## src/rtl/add_sub_pipe.sv

```systemverilog
// add_sub_pipe
// Pipelined adder/subtractor with optional signed saturation. The carry
// chain is cut into CHUNK-bit slices and each pipeline stage resolves one
// slice, so the critical path is a single CHUNK-bit add. Latency is
// WIDTH/CHUNK cycles and throughput is one operation per clock.
//
// Parameters
//   WIDTH  operand/result width (must be a multiple of CHUNK)
//   CHUNK  slice width resolved per stage
//
// Ports
//   clk          rising-edge clock
//   rst          synchronous active-high reset
//   in_valid     operand transfer request
//   in_ready     operands can be accepted this cycle
//   in_A, in_B   operands
//   in_op        00 add, 01 sub, 10 saturating add, 11 saturating sub
//   out_valid    result present
//   out_ready    downstream accepts result
//   out          result (clamped in saturating modes)
//   out_carry    raw carry out of the MSB (sub: 1 means A >= B unsigned)
//   out_ovrflow  signed overflow of the raw, unsaturated operation
//   out_zero     out == 0, after saturation
//   out_neg      out[WIDTH-1], after saturation

module add_sub_pipe #(
    parameter int WIDTH = 32,
    parameter int CHUNK = 8
) (
    input  logic             clk,
    input  logic             rst,
    input  logic             in_valid,
    output logic             in_ready,
    input  logic [WIDTH-1:0] in_A,
    input  logic [WIDTH-1:0] in_B,
    input  logic [1:0]       in_op,
    output logic             out_valid,
    input  logic             out_ready,
    output logic [WIDTH-1:0] out,
    output logic             out_carry,
    output logic             out_ovrflow,
    output logic             out_zero,
    output logic             out_neg
);

    localparam int L = WIDTH / CHUNK;

    // One global enable: the whole pipe, bubbles included, either shifts
    // together or freezes together. It only freezes when a finished result
    // is waiting and downstream refuses it.
    logic adv;

    assign adv      = !out_valid || out_ready;
    assign in_ready = adv;

    for (genvar k = 0; k < L; k++) begin : stg
        // REM: operand bits not yet added, including this stage's slice.
        // DONE: result bits known once this stage has added its slice.
        localparam int REM  = WIDTH - k * CHUNK;
        localparam int DONE = (k + 1) * CHUNK;

        logic [REM-1:0]   src_a;
        logic [REM-1:0]   src_b;
        logic             src_sat;
        logic             src_c;
        logic             src_v;
        logic [CHUNK-1:0] sum;
        logic             cout;
        logic [DONE-1:0]  nr;

        // The slice adder: lowest unprocessed slice plus incoming carry.
        assign {cout, sum} = {1'b0, src_a[CHUNK-1:0]}
                           + {1'b0, src_b[CHUNK-1:0]}
                           + {{CHUNK{1'b0}}, src_c};

        if (k == 0) begin : g_src_in
            // Subtraction is A + ~B + 1; the +1 enters as the first carry.
            // Only the saturate bit of the op travels further down the pipe,
            // since B has already been conditioned here.
            assign src_a   = in_A;
            assign src_b   = in_op[0] ? ~in_B : in_B;
            assign src_sat = in_op[1];
            assign src_c   = in_op[0];
            assign src_v   = in_valid;
            assign nr      = sum;
        end else begin : g_src_pipe
            assign src_a   = stg[k-1].g_reg.a_q;
            assign src_b   = stg[k-1].g_reg.b_q;
            assign src_sat = stg[k-1].g_reg.sat_q;
            assign src_c   = stg[k-1].g_reg.c_q;
            assign src_v   = stg[k-1].g_reg.v_q;
            assign nr      = {sum, stg[k-1].g_reg.r_q};
        end

        if (k < L - 1) begin : g_reg
            // Skew registers: the still-unadded upper operand slices move
            // along with the finished lower result bits and the slice carry.
            logic [REM-CHUNK-1:0] a_q;
            logic [REM-CHUNK-1:0] b_q;
            logic [DONE-1:0]      r_q;
            logic                 sat_q;
            logic                 c_q;
            logic                 v_q;

            // Only the valid bit needs reset; data behind an invalid stage
            // is never observed.
            always_ff @(posedge clk) begin
                if (rst) begin
                    v_q <= 1'b0;
                end else if (adv) begin
                    v_q   <= src_v;
                    a_q   <= src_a[REM-1:CHUNK];
                    b_q   <= src_b[REM-1:CHUNK];
                    r_q   <= nr;
                    sat_q <= src_sat;
                    c_q   <= cout;
                end
            end
        end else begin : g_last
            logic             ovf;
            logic [WIDTH-1:0] res;

            // Overflow uses the conditioned B: both operand signs equal and
            // the raw sign differs. A saturating op clamps toward A's sign.
            always_comb begin
                ovf = (src_a[CHUNK-1] == src_b[CHUNK-1]) &&
                      (nr[WIDTH-1] != src_a[CHUNK-1]);
                res = nr;
                if (src_sat && ovf) begin
                    res = src_a[CHUNK-1] ? {1'b1, {(WIDTH-1){1'b0}}}
                                         : {1'b0, {(WIDTH-1){1'b1}}};
                end
            end

            // Result register: flags are registered alongside the value so
            // everything stays frozen together during a downstream stall.
            always_ff @(posedge clk) begin
                if (rst) begin
                    out_valid   <= 1'b0;
                    out         <= '0;
                    out_carry   <= 1'b0;
                    out_ovrflow <= 1'b0;
                    out_zero    <= 1'b0;
                    out_neg     <= 1'b0;
                end else if (adv) begin
                    out_valid   <= src_v;
                    out         <= res;
                    out_carry   <= cout;
                    out_ovrflow <= ovf;
                    out_zero    <= (res == '0);
                    out_neg     <= res[WIDTH-1];
                end
            end
        end
    end

endmodule

```

## config.mk

```make
export PLATFORM = sky130hd
export DESIGN_NAME = add_sub_pipe
export DESIGN_NICKNAME = d
export VERILOG_FILES = /design/src/rtl/add_sub_pipe.sv
export SDC_FILE = /design/constraint.sdc
export NUM_CORES = 1
export LEC_CHECK = 0
export CAP_MARGIN = 25
export CORE_MARGIN = 8
export CORE_UTILIZATION = 58
export DETAILED_ROUTE_END_ITERATION = 10
export GPL_TIMING_DRIVEN = 1
export PLACE_DENSITY = 0.84
export RECOVER_POWER = 50
export SETUP_SLACK_MARGIN = 0.4
export SLEW_MARGIN = 20
export SYNTH_ARGS = -nofsm -noshare
export SYNTH_HDL_FRONTEND = slang
export SYNTH_SLANG_ARGS = --single-unit
```

## constraint.sdc

```tcl
create_clock -name clk -period 27.6 [get_ports clk]
set_clock_uncertainty 0.2 [all_clocks]
set_input_delay 2.76 -clock clk [delete_from_list [all_inputs] [get_ports clk]]
set_output_delay 2.76 -clock clk [all_outputs]
set_load 0.01 [all_outputs]
```

**Yosys cells after proc, flatten, opt, wreduce, memory -nomap -nowiden**

Cells that the tools add are included.

- Bitwise logic cells: 2
- Reduce and logical (&&, ||, !) cells: 6
- Eq/ne operators: 2
- Mux-type cells: 3
- $add $sub $neg: 8

Operators by type and width:

| kind | number |
|---|---|
| $mux W32 | 3 |
| $add A8 B8 Y9 | 4 |
| $add A9 B1 Y9 | 4 |
| $logic_not A32 Y1 | 1 |
| $not A32 Y32 | 1 |
| $logic_and A1 B1 Y1 | 2 |
| $reduce_and A2 Y1 | 1 |
| $eq A1 B1 Y1 | 1 |
| $logic_not A1 Y1 | 1 |
| $logic_or A1 B1 Y1 | 1 |
| $ne A1 B1 Y1 | 1 |
| $not A1 Y1 | 1 |

- Bits of input ports: 70
- Register bits after elaboration: 190
- Output and inout bits: 38

**Depth between registers and ports, before layout**

- Depth in word-level cells: 7
- Mapped depth: 11

**Worst setup path after synthesis**

No wires, ideal clock.

- Path kind: input to register
- From: in out_ready
- To: reg out_zero
- Stages on the path: 7
- Library setup time: 87 ps
- Path slack: 16795 ps
- Path buffers: 1
- Arrival: 10518 ps
- Data required time: 27313 ps
- Cell sequence: nor2b_1 -> buf_2 -> nor2_1 -> nand4_1 -> or4_1 -> a211o_1 -> o31ai_1

- Word-level cells in the longest chain between the ends: 1

Ends and longest elaborated chain:

| what | RTL line | source |
|---|---|---|
| start: declaration | 38 | `input logic out_ready,` |
| $logic_or A1 B1 Y1 | 53 | `assign adv = !out_valid \|\| out_ready;` |
| end signal: assignment | 150 | `out_zero <= (res == '0);` |
| end: declaration | 42 | `output logic out_zero,` |

Every way passes these cells.
A chain may end at the register's enable or synchronous reset.

**Final worst setup path**

- From: in out_ready
- To: out in_ready

- Word-level cells in the longest chain between the ends: 1

Ends and longest elaborated chain:

| what | RTL line | source |
|---|---|---|
| $logic_or A1 B1 Y1 | 53 |  |
| end: declaration | 33 | `output logic in_ready,` |

Every way passes these cells.

==> results by group <==
Floorplan
  – Die height: 131 microns
  – Row cnt: 42
  – I/O pin cnt: 108
  – Die width: 131 microns
  – Core Area: 13000 sq um
  – Starting density of the core: 58.6%
  – Die area: 17100 sq um

Timing
  – Slew @ Worst Pin: 2.17 ns
  – Setup Total Neg Slack: 0 ns
  – Headroom to the max-slew limit: -45.0%
  – Crit path time final: 7.52 ns
  – Fmax: 0.133 GHz
  – Hold Slack: 0.212 ns
  – RSZ-0062 raised after global routing: false
  – Max Transition Viols Final: 113
  – Final period utilization: 27.3%
  – Final setup vio count: 0
  – Fin. Hold Viols: 0

Drt
  – Final wirelength: 14900 microns
  – Vias per inst: 5.42
  – Via Count: 4540
  – Drt drc: 0
  – WL per Instance: 17.9 microns
  – Drt initial violations: 302
  – Remaining antenna violation count: 0
  – Drt pass-1 iters: 5

Setup path
  – Reg-to-reg startpoint: out_valid$_SDFFE_PP0N_
  – R2R cell count: 5
  – Worst endpoint required time: 24.64 ns
  – Crit-path max cell delay: 0.60 ns
  – Crit path launch type: primary input
  – Critical Path Slowest Stage Cell: nor2b_1
  – Kind of critical path: in2out
  – Worst-path cell chain: dlygate4sd3_1, nor2b_1, inv_1, clkdlybuf4s50_1
  – Worst r2r dst: stg[2].g_reg.r_q[21]$_DFFE_PP_
  – CP Capture Type: primary output
  – Internal reg-to-reg setup slack: 23.72 ns
  – Arrival @ worst endpoint: 4.56 ns
  – Worst-path maximum fanout: 10
  – Crit path launch: out_ready

Global routing
  – Total gr overflow: 0
  – Global-route wire length before repair: 23400 microns
  – GR Util All Layers: 18.2%
  – Initial antenna violation count: 0
  – Vias in the first global route: 4713
  – Largest net degree at the start of global routing: 89

Clock network
  – Clk_lat worst skew: 0.42 ns
  – Hold Buf Count CTS: 0
  – Clock root buffer: clkbuf_16
  – CTS tree: yes
  – Clk slew on worst S/H paths: 0.06 ns
  – Setup Buffers After CTS: 0
  – Clock Tree Buf Depth: 2
  – H-tree depth: 4
  – PostCTS Resize Cnt: 0
  – CTS Buf Count: 17
  – Clk sinks: 189

Synth
  – Avg Cell Area, Syn: 14.2 sq um
  – Seq/Total Area, Yosys: 69.3%
  – Ys Warns: 0
  – Synth cell types: 44
  – Synthesized area: 7630 sq um
  – Post-synthesis sequential element count: 189
  – Syn_nets: 643
  – Cells after Synth: 538

Power
  – Max IR drop VDD: 52.4 uV
  – PD cells: 72.9 nW/um^2
  – Lkg Pwr: 3.61 nW

Min path
  – Worst Hold Endpoint: stg[2].g_reg.r_q[2]$_DFFE_PP_
  – Hold depth: 0
  – Worst hold path class: reg2reg
  – Hold path start: stg[1].g_reg.r_q[2]$_DFFE_PP_

Flow run
  – Max-Cap Viols: 3

Layout
  – Synthesis-to-finish area growth: 24.3%
  – Most frequent cells in the layout: edfxtp_1, clkdlybuf4s50_1, a21oi_1
  – Post-layout net count: 753
  – Most common cell after layout, fill and taps aside: edfxtp_1
  – Share of cells above drive strength 1: 6.51%
  – Final Non-Filler Cells: 837
  – Antenna fix cells: 0

Placement
  – Routability Congestion: 0.850
  – HPWL after detailed placement: 10100 microns
  – # placed instances: 804
  – PortBufs: 107

Status
  – Failing checks: max-capacitance violations, max-slew violations
  – Outcome: complete, but fails checks
state kept, by name, summed over array words and instances, names as in the netlist, 3 cells and up:
signal	flops
stg.g_reg.c_q	3
stg.g_reg.a_q	48
stg.g_reg.b_q	48
stg.g_reg.r_q	48
out	32
stg.g_reg.sat_q	3
stg.g_reg.v_q	3
worst max-delay path, delay by kind of cell:
kind,cells,cell delay (ns)
AND/OR/NAND/NOR,1,0.60
buffers and inverters,3,1.20
where the power goes:
group | switching, W | internal [W] | total (W)
clock network | 0.0000983 | 0.000150 | 0.000248
registers | 0.0000126 | 0.000341 | 0.000353
logic | 0.0000463 | 0.0000440 | 0.0000903
routing by layer:
layer,track usage [%],vias up,share of wire [%]
met5,0,-,0
li1,-,2178,-
met1,21.2,2181,42
met2,31.2,159,51
met3,4.75,22,5.8
met4,7.63,0,1.8
layout make-up:
cell class / instances / area, sq um
clock inverter: 10 / 136
tap: 176 / 220
sequential: 189 / 5290
multi-input combinational: 307 / 2180
clock buffer: 22 / 474
inverter: 20 / 75.1
fill: 843 / 3540
timing repair buffer: 113 / 1120
synthesized netlist by cell type, drive strengths merged:
cell type / instances / area share [%]
nor2: 46 / 2.3
o22ai: 1 / 0.082
a32o: 1 / 0.13
a21boi: 1 / 0.098
or4: 1 / 0.098
nor2b: 6 / 0.49
nor3: 34 / 2.2
a21o: 15 / 1.5
nand2: 10 / 0.49
o21ai: 10 / 0.66
clkbuf: 8 / 0.39
nor4: 6 / 0.49
nand3b: 1 / 0.098
dfxtp: 39 / 10
o32ai: 1 / 0.11
a211o: 2 / 0.23
a22oi: 1 / 0.098
a22o: 1 / 0.11
o21bai: 5 / 0.49
a21oi: 53 / 3.6
o21a: 3 / 0.30
nand3: 1 / 0.066
inv: 20 / 0.98
buf: 14 / 0.97
mux2: 2 / 0.30
mux2i: 1 / 0.13
a211oi: 5 / 0.62
nand4: 3 / 0.25
or2: 1 / 0.082
ha: 28 / 4.6
edfxtp: 150 / 59
xnor2: 14 / 1.7
a31o: 1 / 0.11
fa: 7 / 1.8
o31ai: 1 / 0.098
xor2: 41 / 4.7
nand2b: 4 / 0.33
worst max path at each step:
stage | endpoint | slack (ns) | depth (start not counted)
floorplan | out_zero$_SDFFE_PP0N_ | 16.80 | 7
global placement | in_ready | 20.28 | 4
detailed placement | in_ready | 20.17 | 4
CTS | in_ready | 20.18 | 4
global route | in_ready | 19.95 | 4
finish | in_ready | 20.08 | 4
cells by family (layout without fill, tap and decap cells):
| kind of cell | count (synthesis) | in the layout | share of synthesized area, % |
|---|---|---|---|
| AO/OA/AOI/OAI | 101 | 101 | 8.25 |
| AND/OR/NAND/NOR | 113 | 113 | 6.89 |
| adder cells (fa/ha/maj) | 35 | 35 | 6.43 |
| multiplexers | 3 | 3 | 0.426 |
| XOR/XNOR | 55 | 55 | 6.41 |
| buffers and inverters | 42 | 165 | 2.34 |
| flip-flops | 189 | 189 | 69.3 |
stage by stage:
stage               setup slack (ns)  util [%]  power [W]  cell area (sq um)
floorplan                      16.80         -   0.000410               7630
global placement               20.28      67.9   0.000442               8850
detailed placement             20.17      68.0   0.000448               8870
CTS                            20.18      72.7   0.000696               9480
global route                   19.95      72.8   0.000717               9490
finish                         20.08      72.8   0.000691               9490
Power figures use the tool's default switching activity.
